--- src/rtl/spi_pkg.sv ---
// -----------------------------------------------------------------------------
// spi_pkg
// Shared definitions for the SPI write initiator: frame geometry, register
// bank addresses, the controller state enum and a frame-building helper.
// -----------------------------------------------------------------------------
package spi_pkg;

    localparam int FRAME_W = 16;
    localparam int ADDR_W  = 7;
    localparam int DATA_W  = 8;

    // Only writes are ever issued, so bit 15 of every frame is constant.
    localparam logic WRITE_BIT = 1'b1;

    // Register bank on the far side of the link
    localparam logic [ADDR_W-1:0] ADDR_EN_OUT_7_0  = 7'h00;
    localparam logic [ADDR_W-1:0] ADDR_EN_OUT_15_8 = 7'h01;
    localparam logic [ADDR_W-1:0] ADDR_EN_PWM_7_0  = 7'h02;
    localparam logic [ADDR_W-1:0] ADDR_EN_PWM_15_8 = 7'h03;
    localparam logic [ADDR_W-1:0] ADDR_PWM_DUTY    = 7'h04;

    typedef enum logic [2:0] {
        ST_IDLE,
        ST_SETUP,
        ST_HIGH,
        ST_LOW,
        ST_HOLD,
        ST_GAP
    } spi_state_e;

    // Assemble one write frame: {write flag, address, data}, sent MSB first.
    function automatic logic [FRAME_W-1:0] build_frame(
        input logic [ADDR_W-1:0] addr,
        input logic [DATA_W-1:0] data
    );
        return {WRITE_BIT, addr, data};
    endfunction

    // Largest of the four timing parameters; sizes the phase counter.
    function automatic int max4(input int a, input int b, input int c, input int d);
        int m;
        m = a;
        if (b > m) m = b;
        if (c > m) m = c;
        if (d > m) m = d;
        return m;
    endfunction

endpackage

--- src/rtl/spi_controller_if.sv ---
// -----------------------------------------------------------------------------
// spi_controller_if
// Request handshake and status bundle between a requester and spi_controller.
//   req_valid  requester -> controller  write request present
//   req_ready  controller -> requester  request can be accepted this cycle
//   req_addr   requester -> controller  target register address (7 bits)
//   req_data   requester -> controller  register write data (8 bits)
//   busy       controller -> requester  frame in progress
//   done       controller -> requester  one-cycle pulse at frame completion
// -----------------------------------------------------------------------------
interface spi_controller_if;
    import spi_pkg::*;

    logic              req_valid;
    logic              req_ready;
    logic [ADDR_W-1:0] req_addr;
    logic [DATA_W-1:0] req_data;
    logic              busy;
    logic              done;

    modport master (
        output req_valid,
        output req_addr,
        output req_data,
        input  req_ready,
        input  busy,
        input  done
    );

    modport slave (
        input  req_valid,
        input  req_addr,
        input  req_data,
        output req_ready,
        output busy,
        output done
    );

endinterface

--- src/rtl/spi_phase_timer.sv ---
// -----------------------------------------------------------------------------
// spi_phase_timer
// Loadable down-counter that times every phase of the SPI frame.
// Loading N-1 makes the phase last exactly N cycles: expired_o is high in the
// last cycle of the phase, and the counter parks at zero until reloaded.
//   clk         system clock
//   rst         synchronous active-high reset (counter -> 0)
//   load_i      load load_val_i on the next edge
//   load_val_i  phase length minus one
//   expired_o   counter is zero (current phase ends at the next edge)
// -----------------------------------------------------------------------------
module spi_phase_timer #(
    parameter int CNT_W = 8
) (
    input  logic             clk,
    input  logic             rst,
    input  logic             load_i,
    input  logic [CNT_W-1:0] load_val_i,
    output logic             expired_o
);

    logic [CNT_W-1:0] count_q;
    logic [CNT_W-1:0] count_d;

    always_comb begin
        count_d = count_q;
        if (load_i) begin
            count_d = load_val_i;
        end else if (count_q != '0) begin
            count_d = count_q - 1'b1;
        end
    end

    always_ff @(posedge clk) begin
        if (rst) begin
            count_q <= '0;
        end else begin
            count_q <= count_d;
        end
    end

    assign expired_o = (count_q == '0);

endmodule

--- src/rtl/spi_controller.sv ---
// -----------------------------------------------------------------------------
// spi_controller
// SPI mode-0 write initiator. A request accepted over the valid/ready
// handshake is sent as one 16-bit frame {1, addr[6:0], data[7:0]} MSB first.
// COPI changes only while SCLK is low; SCLK idles low, nCS idles high.
//   clk   system clock
//   rst   synchronous active-high reset; aborts any frame in flight
//   bus   request handshake / busy / done (spi_controller_if.slave)
//   SCLK  serial clock
//   COPI  serial data out
//   nCS   active-low chip select
// Parameters (all in clk cycles):
//   CLK_DIV   SCLK half-period (>= 2)
//   CS_SETUP  nCS low before the first SCLK rise (>= 2)
//   CS_HOLD   SCLK low after the last fall before nCS rises (>= 2)
//   CS_IDLE   minimum nCS high time between frames (>= 3)
// -----------------------------------------------------------------------------
module spi_controller
    import spi_pkg::*;
#(
    parameter int CLK_DIV  = 4,
    parameter int CS_SETUP = 4,
    parameter int CS_HOLD  = 4,
    parameter int CS_IDLE  = 4
) (
    input  logic             clk,
    input  logic             rst,
    spi_controller_if.slave  bus,
    output logic             SCLK,
    output logic             COPI,
    output logic             nCS
);

    // The minimums let a 2-FF synchroniser plus edge detector on the
    // receiving side observe every SCLK level and every nCS transition.
    generate
        if (CLK_DIV < 2) begin : g_bad_clk_div
            $error("spi_controller: CLK_DIV must be >= 2");
        end
        if (CS_SETUP < 2) begin : g_bad_cs_setup
            $error("spi_controller: CS_SETUP must be >= 2");
        end
        if (CS_HOLD < 2) begin : g_bad_cs_hold
            $error("spi_controller: CS_HOLD must be >= 2");
        end
        if (CS_IDLE < 3) begin : g_bad_cs_idle
            $error("spi_controller: CS_IDLE must be >= 3");
        end
    endgenerate

    localparam int MAX_LOAD = max4(CLK_DIV, CS_SETUP, CS_HOLD, CS_IDLE);
    localparam int CNT_W    = $clog2(MAX_LOAD);

    localparam logic [CNT_W-1:0] LOAD_DIV   = CNT_W'(CLK_DIV - 1);
    localparam logic [CNT_W-1:0] LOAD_SETUP = CNT_W'(CS_SETUP - 1);
    localparam logic [CNT_W-1:0] LOAD_HOLD  = CNT_W'(CS_HOLD - 1);
    localparam logic [CNT_W-1:0] LOAD_IDLE  = CNT_W'(CS_IDLE - 1);
    localparam logic [3:0]       LAST_BIT   = 4'(FRAME_W - 1);

    spi_state_e         state_q, state_d;
    logic               sclk_q, sclk_d;
    logic               copi_q, copi_d;
    logic               ncs_q, ncs_d;
    logic               busy_q, busy_d;
    logic               done_q, done_d;
    logic [FRAME_W-1:0] shift_q, shift_d;
    logic [3:0]         bit_cnt_q, bit_cnt_d;

    logic               tmr_load;
    logic [CNT_W-1:0]   tmr_val;
    logic               tmr_expired;

    logic               accept;

    spi_phase_timer #(
        .CNT_W (CNT_W)
    ) u_timer (
        .clk        (clk),
        .rst        (rst),
        .load_i     (tmr_load),
        .load_val_i (tmr_val),
        .expired_o  (tmr_expired)
    );

    // Ready is combinational so a request is taken the first cycle the
    // controller is back in IDLE; it is held low while reset is asserted.
    assign bus.req_ready = (state_q == ST_IDLE) && !rst;
    assign accept        = bus.req_valid && bus.req_ready;

    always_comb begin
        state_d   = state_q;
        sclk_d    = sclk_q;
        copi_d    = copi_q;
        ncs_d     = ncs_q;
        busy_d    = busy_q;
        done_d    = 1'b0;
        shift_d   = shift_q;
        bit_cnt_d = bit_cnt_q;
        tmr_load  = 1'b0;
        tmr_val   = '0;

        case (state_q)
            ST_IDLE: begin
                if (accept) begin
                    shift_d   = build_frame(bus.req_addr, bus.req_data);
                    copi_d    = WRITE_BIT;
                    ncs_d     = 1'b0;
                    busy_d    = 1'b1;
                    bit_cnt_d = '0;
                    tmr_load  = 1'b1;
                    tmr_val   = LOAD_SETUP;
                    state_d   = ST_SETUP;
                end
            end

            ST_SETUP: begin
                if (tmr_expired) begin
                    sclk_d   = 1'b1;
                    tmr_load = 1'b1;
                    tmr_val  = LOAD_DIV;
                    state_d  = ST_HIGH;
                end
            end

            ST_HIGH: begin
                if (tmr_expired) begin
                    sclk_d   = 1'b0;
                    tmr_load = 1'b1;
                    if (bit_cnt_q == LAST_BIT) begin
                        copi_d  = 1'b0;
                        tmr_val = LOAD_HOLD;
                        state_d = ST_HOLD;
                    end else begin
                        // Rotate rather than shift so the register stays
                        // fully used; the wrapped bits are never sent.
                        shift_d   = {shift_q[FRAME_W-2:0], shift_q[FRAME_W-1]};
                        copi_d    = shift_q[FRAME_W-2];
                        bit_cnt_d = bit_cnt_q + 4'd1;
                        tmr_val   = LOAD_DIV;
                        state_d   = ST_LOW;
                    end
                end
            end

            ST_LOW: begin
                if (tmr_expired) begin
                    sclk_d   = 1'b1;
                    tmr_load = 1'b1;
                    tmr_val  = LOAD_DIV;
                    state_d  = ST_HIGH;
                end
            end

            ST_HOLD: begin
                if (tmr_expired) begin
                    ncs_d    = 1'b1;
                    done_d   = 1'b1;
                    tmr_load = 1'b1;
                    tmr_val  = LOAD_IDLE;
                    state_d  = ST_GAP;
                end
            end

            ST_GAP: begin
                if (tmr_expired) begin
                    busy_d  = 1'b0;
                    state_d = ST_IDLE;
                end
            end

            default: begin
                state_d = ST_IDLE;
            end
        endcase
    end

    always_ff @(posedge clk) begin
        if (rst) begin
            state_q   <= ST_IDLE;
            sclk_q    <= 1'b0;
            copi_q    <= 1'b0;
            ncs_q     <= 1'b1;
            busy_q    <= 1'b0;
            done_q    <= 1'b0;
            shift_q   <= '0;
            bit_cnt_q <= '0;
        end else begin
            state_q   <= state_d;
            sclk_q    <= sclk_d;
            copi_q    <= copi_d;
            ncs_q     <= ncs_d;
            busy_q    <= busy_d;
            done_q    <= done_d;
            shift_q   <= shift_d;
            bit_cnt_q <= bit_cnt_d;
        end
    end

    assign SCLK     = sclk_q;
    assign COPI     = copi_q;
    assign nCS      = ncs_q;
    assign bus.busy = busy_q;
    assign bus.done = done_q;

endmodule

--- src/flat_wrapper.sv ---
// flat-port wrapper written by rule: the top's interface ports become plain ports
module spi_controller_flat import spi_pkg::*;
#(
    parameter int CLK_DIV  = 4,
    parameter int CS_SETUP = 4,
    parameter int CS_HOLD  = 4,
    parameter int CS_IDLE  = 4
)
  (clk, rst, SCLK, COPI, nCS, bus_req_valid, bus_req_addr, bus_req_data, bus_req_ready, bus_busy, bus_done);
  spi_controller_if bus_i ();
  input  logic clk;
  input  logic rst;
  output logic SCLK;
  output logic COPI;
  output logic nCS;
  input wire logic [$bits(bus_i.req_valid)-1:0] bus_req_valid;
  input wire logic [$bits(bus_i.req_addr)-1:0] bus_req_addr;
  input wire logic [$bits(bus_i.req_data)-1:0] bus_req_data;
  output wire logic [$bits(bus_i.req_ready)-1:0] bus_req_ready;
  output wire logic [$bits(bus_i.busy)-1:0] bus_busy;
  output wire logic [$bits(bus_i.done)-1:0] bus_done;
  assign bus_i.req_valid = bus_req_valid;
  assign bus_i.req_addr = bus_req_addr;
  assign bus_i.req_data = bus_req_data;
  assign bus_req_ready = bus_i.req_ready;
  assign bus_busy = bus_i.busy;
  assign bus_done = bus_i.done;
  spi_controller #(.CLK_DIV(CLK_DIV), .CS_SETUP(CS_SETUP), .CS_HOLD(CS_HOLD), .CS_IDLE(CS_IDLE)) u_core (.clk(clk), .rst(rst), .bus(bus_i), .SCLK(SCLK), .COPI(COPI), .nCS(nCS));
endmodule
--- config.mk ---
export PLATFORM = sky130hd
export DESIGN_NAME = spi_controller_flat
export DESIGN_NICKNAME = d
export VERILOG_FILES = /design/src/rtl/spi_pkg.sv /design/src/rtl/spi_controller_if.sv /design/src/rtl/spi_phase_timer.sv /design/src/rtl/spi_controller.sv /design/src/flat_wrapper.sv
export SDC_FILE = /design/constraint.sdc
export NUM_CORES = 1
export LEC_CHECK = 0
export CAP_MARGIN = 10
export CELL_PAD_IN_SITES_DETAIL_PLACEMENT = 0
export CELL_PAD_IN_SITES_GLOBAL_PLACEMENT = 1
export CORE_UTILIZATION = 39
export DETAILED_ROUTE_END_ITERATION = 10
export HOLD_SLACK_MARGIN = 0.06
export PLACE_DENSITY = 0.8
export SYNTH_ARGS = -nofsm -noshare
export SYNTH_HDL_FRONTEND = slang
export SYNTH_SLANG_ARGS = --single-unit
--- constraint.sdc ---
create_clock -name clk -period 1.75 [get_ports clk]
set_input_delay 0.35 -clock clk [delete_from_list [all_inputs] [get_ports clk]]
set_output_delay 0.35 -clock clk [all_outputs]
set_load 0.02 [all_outputs]
==> impl_results.md, run 1 <==
* Placeable Area at 3970 sq um
* Worst-margin pin slew at about 0.36 ns
* Nets at 212
* Worst Path Buf+Inv at 2
* Resized cells post-CTS at 2
* Chip Width at 66.3 um
* Worst Path Required at 1.40 ns
* CP Class: in -> out
* Post-synthesis adder-cell area fraction at 0.0155
* I/O Buffers at 23
* Seq/Total Area, Yosys at 0.373
* # diodes at 0
* RSZ-0062 raised after global routing: true
* Critical Path Start Type: primary input
* Design Area, Final at 2080 sq um
* Clock skew at 0.00673 ns
* Syn Inst Count at 165
* Initial Util at 0.406
* Synthesized Nets at 185
* Internal at approximately 2.0 mW
* Clk buf depth at 2
* Detailed Routing Iterations Pass 1 at 4
* Sw Share at 0.326
* Layout overhead on the synthesized area at 29.0%
* CTS Sinks at 30
* FMAX at 595 MHz
* Setup WS post-layout at 0.0685 ns
* Synth Area in Compound Gates at 0.264
* Final Wtd Congestion at around 0.84
* Io pins at 24
* Combinational share of power at 0.398
* Initial antenna violation count at 0
* Mapped Area at approximately 1600 sq um
* Pwr Density at 1430 nW/um^2
* Mean area per synthesized cell at 9.77 sq um
* Critical-path maximum fanout at 2
* Num CTS Buffers at 5
* Via count at 1,270
* Final wirelength at 3130 um
* GRT overflow at 0
* Clock slew at reported path FFs at 0.06 ns
* Residual DRC count at 0
* Status: completed
* Simple-gate share of the synthesized area at 0.172
* Clock power frac at 0.294
* First-pass GRT wire length at 5310 um
* Synth unique cells at 42
* Final Critical Period at 1.68 ns
* CTS H-tree lvls at 2
* Total area of sequential cells at between 600 and 700 sq um
* Post-synth EDFFs at 0
* Final Setup Violations at 0
* Site Rows at 23
* Yosys reg bits at 30
* Yosys warning count at 0
* Die height at between 60 and 70 um
* Psw at approximately 970 uW
* CTS tree: yes
* Xor/xnor share of the synthesized area at 0
* Area occupied by multi-input gates at 918 sq um
* Vias/cell at 5.23
* Critical Path Slowest Stage Cell: clkdlybuf4s50_1
* Number of fill cells in the layout at 336
* Latest clock arrival within the worst-skew pair at 0.29 ns
* Wire per inst at roughly 13 um
* Max-cap violations at 0
* Post-route ant nets at 0
* Vias in the first global route at 1,214
* Critical Path Sink Type: output pin
* CP arrival at approximately 1.3 ns
* Max Slew Vio Count at 0
* Layout cell share with drive strength beyond 1 at 0.244
* Maximum vdd drop at around 0.69 mV
* Final worst-path cycle share at 0.961
* Placed Area at 1910 sq um
* Root Driver: clkbuf_8
* Post-placement setup slack at -0.273 ns
* Die area at 4390 sq um
* Setup TNS at 0 ns
* Final Hold Viols at 0
* Hold-fix buffers, CTS at 0
* Min Hold Slack at about 0.46 ns
* Slew Limit Headroom at 0.758
* Total power at 2.98 mW
* Crit path cell chain: clkdlybuf4s50_1 -> nor4_1 -> dlygate4sd1_1
* DR iter-0 viols at 42
* Sequential fraction of design power at 0.308
* Largest family of logic cells by synthesized area: compound AO/OA/AOI/OAI gates
* GR Util All Layers at 0.166
* Max stage delay on crit path at 0.47 ns
* Mux cell area share after synthesis at 0.106
* Leakage at around 0.86 nW
* Top_reg_cell synth: dfxtp_1
* Hold Path Class: reg -> reg
* Postcts setup bufs at 0
* Top delay family on crit path: buffers and inverters
* Largest net degree at the start of global routing at 20
* Placed wire-length estimate at roughly 2200 um
* Async S/R FF share, synth at 0
## routing by layer
layer,GRT usage,share of wire,up-vias,routed length [um]
met5,0,0,-,0
met4,0.0878,0.021,0,66
met3,0.0672,0.054,6,169
met2,0.281,0.50,25,1550
met1,0.176,0.43,583,1340
li1,-,-,656,-
## path summary, 6_finish.rpt
path | start | end | slack (ns) | cells after the start
worst min register to register | u_core.shift_q[15] | u_core.shift_q[15] | 0.46 | 2
worst max-delay path | rst | bus_req_ready | 0.07 | 3
worst min-delay path | u_core.shift_q[15] | u_core.shift_q[15] | 0.46 | 2
worst max register to register | u_core.bit_cnt_q[0] | u_core.shift_q[8] | 0.10 | 6
## worst register-to-register path, cell delays in order, from the launching register on
cell and delay [ns]:
dfxtp_1 0.34, ha_1 0.23, and3_1 0.31, o2bb2ai_4 0.26
buf_12 0.18, nor2_1 0.05, a211oi_1 0.19
## cell type report
| cell class | count | area share |
|---|---|---|
| multi-input combinational | 116 | 0.442 |
| sequential | 30 | 0.289 |
| timing repair buffer | 35 | 0.163 |
| clock buffer | 6 | 0.0397 |
| tap | 50 | 0.0301 |
| clock inverter | 2 | 0.0289 |
| inverter | 4 | 0.00722 |
## cells in the mapped netlist (all sizes together) (2+ instances only)
cell	number	area share
ha	2	0.016
nand2b	4	0.016
clkbuf	5	0.012
nor2	22	0.065
buf	10	0.048
nand3	2	0.0062
inv	4	0.0093
a22oi	2	0.0093
nor3	2	0.0062
nor4	2	0.0078
a21oi	14	0.043
nand2	7	0.021
nor3b	2	0.016
dfxtp	30	0.37
a21o	2	0.0093
o21ai	8	0.027
mux2i	16	0.099
a211oi	16	0.11
## cells in the final DEF, fill, tap and decap left out, types with 3 or more instances in the layout
cell,instances
dfxtp_1,30
clkdlybuf4s50_1,22
nor2_1,17
mux2i_1,16
a21oi_1,14
a211oi_2,13
buf_4,9
o21ai_0,7
nand2_1,6
clkbuf_8,6
inv_1,4
nand2b_1,4
nor2_2,3
a211oi_1,3
## sequential cells by signal (all words and copies together), names as in the netlist, 2 cells and up
name,cells
u_core.shift_q,16
u_core.bit_cnt_q,4
u_core.state_q,3
u_core.u_timer.count_q,2
## stage by stage
step                 util  std cells
floorplan               -        165
global placement    0.481        235
detailed placement  0.481        235
CTS                 0.517        243
global route        0.523        243
finish              0.523        243
## cells by family (layout without fill, tap and decap cells)
family	count (synthesis)	after routing
adders and majority gates	2	2
DFF	30	30
AOI/OAI and AO/OA	51	51
and+or+nand+nor	46	46
muxes	17	17
buffers and inverters	19	47
## power by group through the flow
stage	Sequential, mW	Combinational, mW	Clock (mW)
finish	0.918	1.19	0.875
global route	0.936	1.30	0.931
CTS	0.919	1.17	0.898
detailed placement	0.933	1.17	0
global placement	0.928	1.14	0
floorplan	0.950	0.864	0
Note: power is estimated with default switching activity, not from simulation.
==> inputs of run 2 (changes only) <==
==> constraint.sdc (replaced) <==
create_clock -name clk -period 1.65 [get_ports clk]
set_input_delay 0.33 -clock clk [delete_from_list [all_inputs] [get_ports clk]]
set_output_delay 0.33 -clock clk [all_outputs]
set_load 0.02 [all_outputs]
==> run 2 against run 1 <==
  * Non-clock buffer count up 8
  * Clock-buffer cell count up 1
  * Die area did not move
  * Register-to-register slack about the same
  * Largest power group unchanged
  * Worst setup slack better by 0.018 ns
  * Routed wire length up 7.9%
  * Clock power shrank 31%
  * Critical path depth down 2
  * First-iteration DRC count is 4.8% lower
  * Cell area is 0.42% higher
  * Flip-flop and latch count unchanged
==> impl_results.md, run 2 (synthesis gave the netlist of run 1 again) <==
* Status: completed (unchanged)
* Leakage at 0.879 nW (was 0.856 nW)
* I/O Buffers at 23 (unchanged)
* Critical Path Sink Type: output pin (unchanged)
* Num CTS Buffers at 5 (unchanged)
* Final wirelength at 3370 um (was 3130 um)
* Most frequent cells in the layout: dfxtp_1, clkdlybuf4s50_1, buf_4, nor2_1, mux2i_1 (was dfxtp_1, clkdlybuf4s50_1, nor2_1, mux2i_1, a21oi_1)
* Site Rows at 23 (unchanged)
* Reg2Reg Setup Slack at 0.11 ns (was 0.10 ns)
* Setup WS post-layout at 0.0861 ns (was 0.0685 ns)
* Crit path cell chain: clkdlybuf4s50_1 (was clkdlybuf4s50_1 -> nor4_1 -> dlygate4sd1_1)
* Final worst-path cycle share at 0.948
* Layout overhead on the synthesized area at 29.5% (was 29.0%)
* Critical-path maximum fanout at 3 (was 2)
* Pwr Density at 1380 nW/um^2 (was 1430 nW/um^2)
* RSZ-0062 raised after global routing: false (was true)
* Vias in the first global route at 1,216 (was 1,214)
* Post-placement setup slack at -0.346 ns (was -0.273 ns)
* Clock skew at 0.00539 ns (was 0.00673 ns)
* Placed wire-length estimate at 2470 um (was 2230 um)
* Sequential fraction of design power at 0.342 (was 0.308)
* FMAX at 639 MHz
* Placed Area at 1970 sq um (was 1910 sq um)
* Maximum vdd drop at 0.619 mV (was 0.687 mV)
* Clock power frac at 0.208 (was 0.294)
* Critical Path Start Type: flip-flop (was primary input)
* Largest regs: u_core.shift_q x16, u_core.bit_cnt_q x4, u_core.state_q x3 (unchanged)
* Combinational share of power at 0.450 (was 0.398)
* DR iter-0 viols at 40 (was 42)
* Worst Path Required at 1.32 ns (was 1.40 ns)
* First-pass GRT wire length at 5290 um (was 5310 um)
* Min Hold Slack at 0.469 ns (was 0.462 ns)
* Slew Limit Headroom at 0.795 (was 0.758)
* Initial antenna violation count at 0 (unchanged)
* R2r startpoint: u_core.bit_cnt_q[0] (unchanged)
* Critical Path Slowest Stage Cell: clkdlybuf4s50_1 (unchanged)
* Final Hold Viols at 0 (unchanged)
* Hold Path Class: reg -> reg (unchanged)
* Top delay family on crit path: buffers and inverters (unchanged)
* Io pins at 24 (unchanged)
* Psw at 1.03 mW (was 971 uW)
* CTS Sinks at 30 (unchanged)
* Layout cell share with drive strength beyond 1 at 0.279 (was 0.244)
* Leading cell type in the layout, fill and taps excluded: dfxtp_1 (unchanged)
* Die area at 4390 sq um (unchanged)
* Vias/cell at 5.15 (was 5.23)
* Design Area, Final at 2090 sq um (was 2080 sq um)
* Total power at 2.88 mW (was 2.98 mW)
* Final core occ at 0.526 (was 0.523)
* Max Slew Vio Count at 0 (unchanged)
* Hold-fix buffers, CTS at 0 (unchanged)
* CP arrival at 1.23 ns (was 1.33 ns)
* Worst Path Buf+Inv at 1 (was 2)
* Via count at 1,293 (was 1,270)
* Internal at 1.85 mW (was 2.01 mW)
* Root Driver: clkbuf_8 (unchanged)
* Die height at 66.3 um (unchanged)
* Nets at 220 (was 212)
* Final Critical Period at ~1.6 ns
* Sw Share at 0.358 (was 0.326)
* CTS H-tree lvls at 2 (unchanged)
* CP Class: reg -> out (was in -> out)
* Largest net degree at the start of global routing at 23 (was 20)
* Max-cap violations at 0 (unchanged)
* Residual DRC count at 0 (unchanged)
* Reg2Reg Depth at 6 (unchanged)
* Final Wtd Congestion at 0.802 (was 0.838)
* RR Endpoint: u_core.shift_q[14] (was u_core.shift_q[8])
* Detailed Routing Iterations Pass 1 at 3 (was 4)
* Wire per inst at 13.4 um (was 12.9 um)
* CTS tree: yes (unchanged)
* GRT overflow at 0 (unchanged)
* Setup TNS at 0 ns (unchanged)
* Final Instance Count excl. Fillers at 251 (was 243)
* Min-delay src: u_core.shift_q[15] (unchanged)
* Initial Util at 0.406 (unchanged)
* Chip Width at 66.3 um (unchanged)
* Clk buf depth at 2 (unchanged)
* GR Util All Layers at 0.162 (was 0.166)
* Placeable Area at 3970 sq um (unchanged)
* Number of flip-flops in the largest register at 16 (unchanged)
* Post-route ant nets at 0 (unchanged)
* # diodes at 0 (unchanged)
* Clock slew at reported path FFs at 0.06 ns (about the same)
* Latest clock arrival within the worst-skew pair at 0.28 ns (was 0.29 ns)
* Worst-margin pin slew at 0.307 ns (was 0.364 ns)
* Placed cell count at 240 (was 235)
* Reg with most FFs: u_core.shift_q (unchanged)
* Hold endpoint: u_core.shift_q[15] (unchanged)
* Final Setup Violations at 0 (unchanged)
* Max stage delay on crit path at 0.61 ns (was 0.47 ns)
* Hold Path Depth at 2 (unchanged)
## run 2: what timing repair did
item / 4_1_cts / 5_1_grt
endpoints found under the setup margin: 1 / 16
gates cloned: 0 / 0
gates resized for setup: 4 / 4
pin swaps: 0 / 4
buffers inserted: 0 / 3
## run 2: final cells by class
cell class                      count  area (sq um)
Clock buffer                        7          86.3
Clock inverter                      1          5.00
Fill cell                         359          1880
Inverter                            4          15.0
Multi-Input combinational cell    116           915
Sequential cell                    30           601
Tap cell                           50          62.6
Timing Repair Buffer               43           403
## run 2: power by group through the flow
stage | clock network (mW) | registers [mW] | logic [mW]
final | 0.600 | 0.984 | 1.30
after CTS | 0.617 | 0.985 | 1.29
after global placement | 0 | 0.990 | 1.25
after global routing | 0.651 | 1.01 | 1.41
after floorplan | 0 | 1.01 | 0.924
after detailed placement | 0 | 0.999 | 1.29
## run 2: worst max-delay path by stage
stage                 startpoint            end  slack [ns]  cells after the start
2_1_floorplan  u_core.state_q[1]  bus_req_ready        0.16                      3
3_3_place_gp                 rst  bus_req_ready       -0.35                      3
3_5_place_dp                 rst  bus_req_ready       -0.35                      3
4_1_cts                      rst  bus_req_ready       0.004                      3
5_1_grt          u_core.bus.busy       bus_busy       0.009                      1
6_report         u_core.bus.busy       bus_busy        0.09                      1
## run 2: metal layers
| layer | routed length (um) | track usage | vias up |
|---|---|---|---|
| met5 | 0 | 0 | - |
| met3 | 140 | 0.0517 | 5 |
| met1 | 1470 | 0.172 | 605 |
| met4 | 40 | 0.0559 | 0 |
| li1 | - | - | 664 |
| met2 | 1720 | 0.298 | 19 |
==> inputs of run 3 (changes only) <==
--- a/config.mk
+++ b/config.mk
@@ -5,13 +5,15 @@
 export SDC_FILE = /design/constraint.sdc
 export NUM_CORES = 1
 export LEC_CHECK = 0
+export ABC_CLOCK_PERIOD_IN_PS = 1650
 export CAP_MARGIN = 10
 export CELL_PAD_IN_SITES_DETAIL_PLACEMENT = 0
 export CELL_PAD_IN_SITES_GLOBAL_PLACEMENT = 1
-export CORE_UTILIZATION = 39
+export CORE_UTILIZATION = 41
 export DETAILED_ROUTE_END_ITERATION = 10
+export GPL_ROUTABILITY_DRIVEN = 0
 export HOLD_SLACK_MARGIN = 0.06
-export PLACE_DENSITY = 0.8
+export PLACE_DENSITY = 0.83
 export SYNTH_ARGS = -nofsm -noshare
 export SYNTH_HDL_FRONTEND = slang
 export SYNTH_SLANG_ARGS = --single-unit
==> run 3 against run 2 <==
  * Non-clock buffer count shrank 4
  * Largest power group unchanged
  * Cell area shrank 0.60%
  * Core utilization grew 3.3 points
  * Hold slack lost 0.0077 ns
  * Routed wire length shrank 2.4%
  * Clock power is essentially flat
==> impl_results.md, run 3 (synthesis gave the netlist of run 1 again) <==
* Status: completed (unchanged)
* Hold-fix buffers, CTS at 0 (unchanged)
* Leading cell type in the layout, fill and taps excluded: dfxtp_1 (unchanged)
* Reg with most FFs: u_core.shift_q (unchanged)
* Vias in the first global route at 1,262 (was 1,216)
* CTS tree: yes (unchanged)
* Num CTS Buffers at 5 (unchanged)
* Critical Path Start Type: flip-flop (unchanged)
* Via count at 1,316 (was 1,293)
* # diodes at 0 (unchanged)
* Placed wire-length estimate at 2250 um (was 2470 um)
* Wire per inst at 13.4 um (about the same)
* Worst Setup SP: u_core.state_q[0] (was u_core.bus.busy)
* Final Critical Period at 1.59 ns (was 1.56 ns)
* Reg2Reg Depth at 6 (unchanged)
* Clock slew at reported path FFs at 0.07 ns (was 0.06 ns)
* Initial antenna violation count at 0 (unchanged)
* Die height at 64.7 um (was 66.3 um)
* Largest net degree at the start of global routing at 28 (was 23)
* FMAX at 627 MHz (was 639 MHz)
* Slew Limit Headroom at 0.769 (was 0.795)
* Site Rows at 22 (was 23)
* Setup TNS at 0 ns (unchanged)
* RR Endpoint: u_core.state_q[1] (was u_core.shift_q[14])
* Clk buf depth at 2 (unchanged)
* Root Driver: clkbuf_8 (unchanged)
* Final wirelength at 3290 um (was 3370 um)
* Critical-path maximum fanout at 2 (was 3)
* Layout overhead on the synthesized area at 28.7% (was 29.5%)
* Reg2Reg Setup Slack at 0.06 ns (was 0.11 ns)
* Vias/cell at 5.37 (was 5.15)
* Most frequent cells in the layout: dfxtp_1, clkdlybuf4s50_1, nor2_1, mux2i_1, a21oi_1 (was dfxtp_1, clkdlybuf4s50_1, buf_4, nor2_1, mux2i_1)
* Critical Path Sink Type: output pin (unchanged)
* Max-cap violations at 0 (unchanged)
* Max Slew Vio Count at 0 (unchanged)
* Initial Util at 0.434 (was 0.406)
* Worst-margin pin slew at 0.346 ns (was 0.307 ns)
* Design Area, Final at 2070 sq um (was 2090 sq um)
* Maximum vdd drop at 0.472 mV (was 0.619 mV)
* Last element of the critical path: bus_req_ready (was bus_busy)
* Pwr Density at 1420 nW/um^2 (was 1380 nW/um^2)
* Nets at 216 (was 220)
* Clock skew at 0.00731 ns (was 0.00539 ns)
* Hold Path Class: reg -> reg (unchanged)
* CTS Sinks at 30 (unchanged)
* Final worst-path cycle share at 0.966 (was 0.948)
* GR Util All Layers at 0.171 (was 0.162)
* Detailed Routing Iterations Pass 1 at 4 (was 3)
* CP arrival at 1.26 ns (was 1.23 ns)
* RSZ-0062 raised after global routing: false (unchanged)
* Final Setup Violations at 0 (unchanged)
* DR iter-0 viols at 60 (was 40)
* Placeable Area at 3720 sq um (was 3970 sq um)
* Layout cell share with drive strength beyond 1 at 0.264 (was 0.279)
* CTS H-tree lvls at 2 (unchanged)
* Latest clock arrival within the worst-skew pair at 0.28 ns (about the same)
* GRT overflow at 0 (unchanged)
* Worst Path Required at 1.32 ns (about the same)
* Chip Width at 64.7 um (was 66.3 um)
* Io pins at 24 (unchanged)
* Largest regs: u_core.shift_q x16, u_core.bit_cnt_q x4, u_core.state_q x3 (unchanged)
* Residual DRC count at 0 (unchanged)
* Post-route ant nets at 0 (unchanged)
* CP Class: reg -> out (unchanged)
* Number of flip-flops in the largest register at 16 (unchanged)
* Die area at 4190 sq um (was 4390 sq um)
* I/O Buffers at 23 (unchanged)
* R2r startpoint: u_core.u_timer.count_q[0] (was u_core.bit_cnt_q[0])
* Leakage at 0.859 nW (was 0.879 nW)
* Final Hold Viols at 0 (unchanged)
* Placed Area at 1910 sq um (was 1970 sq um)
* First-pass GRT wire length at 5460 um (was 5290 um)
==> run 3: power by group <==
group          internal, mW  switching, mW  leakage (nW)
sequential            0.886         0.0937         0.246
combinational         0.663          0.696         0.564
clock                 0.336          0.266        0.0482
==> run 3: critical path, cell delays in order (launching register included) <==
cell           delay, ns
dfxtp_1             0.33
nor4_2              0.28
dlygate4sd2_1       0.37
==> run 3: repair_timing <==
action,4_1_cts,5_1_grt
setup buffers,2,1
endpoints found under the setup margin,16,11
resized for setup,4,3
cloned,0,1
pin swaps,1,1
==> run 3: cell type report <==
cell class | count | area (sq um)
fillers | 343 | 1640
multi-input cells | 116 | 926
flip-flops and latches | 30 | 601
repair buffers | 39 | 382
clock buffers | 7 | 86.3
well taps | 48 | 60.1
inverters | 4 | 15.0
clock inverters | 1 | 5.00
==> run 3: worst min-delay path by stage <==
stage / from / to / cells after the start
after floorplan: u_core.shift_q[15] / u_core.shift_q[15] / 2
after global placement: u_core.shift_q[15] / u_core.shift_q[15] / 2
after detailed placement: u_core.shift_q[15] / u_core.shift_q[15] / 2
after CTS: u_core.shift_q[15] / u_core.shift_q[15] / 2
after global routing: u_core.shift_q[15] / u_core.shift_q[15] / 2
final: u_core.shift_q[15] / u_core.shift_q[15] / 2
==> run 3: metrics by stage <==
stage | util | hold slack [ns] | power (mW) | setup slack, ns | cells
6_report | 0.558 | 0.461 | 2.94 | 0.0554 | 245
3_5_place_dp | 0.515 | 0.457 | 2.25 | -0.337 | 233
3_3_place_gp | 0.515 | 0.450 | 2.19 | -0.342 | 233
5_1_grt | 0.558 | 0.506 | 3.15 | 0.00114 | 245
2_1_floorplan | - | 0.436 | 1.93 | 0.164 | 165
4_1_cts | 0.545 | 0.465 | 2.88 | 0.0177 | 243
==> run 3: layer usage <==
metal,vias to the layer above,share of wire,track usage
li1,663,-,-
met1,624,0.45,0.197
met2,23,0.50,0.293
met3,6,0.038,0.0493
met4,0,0.016,0.0750
met5,-,0,0
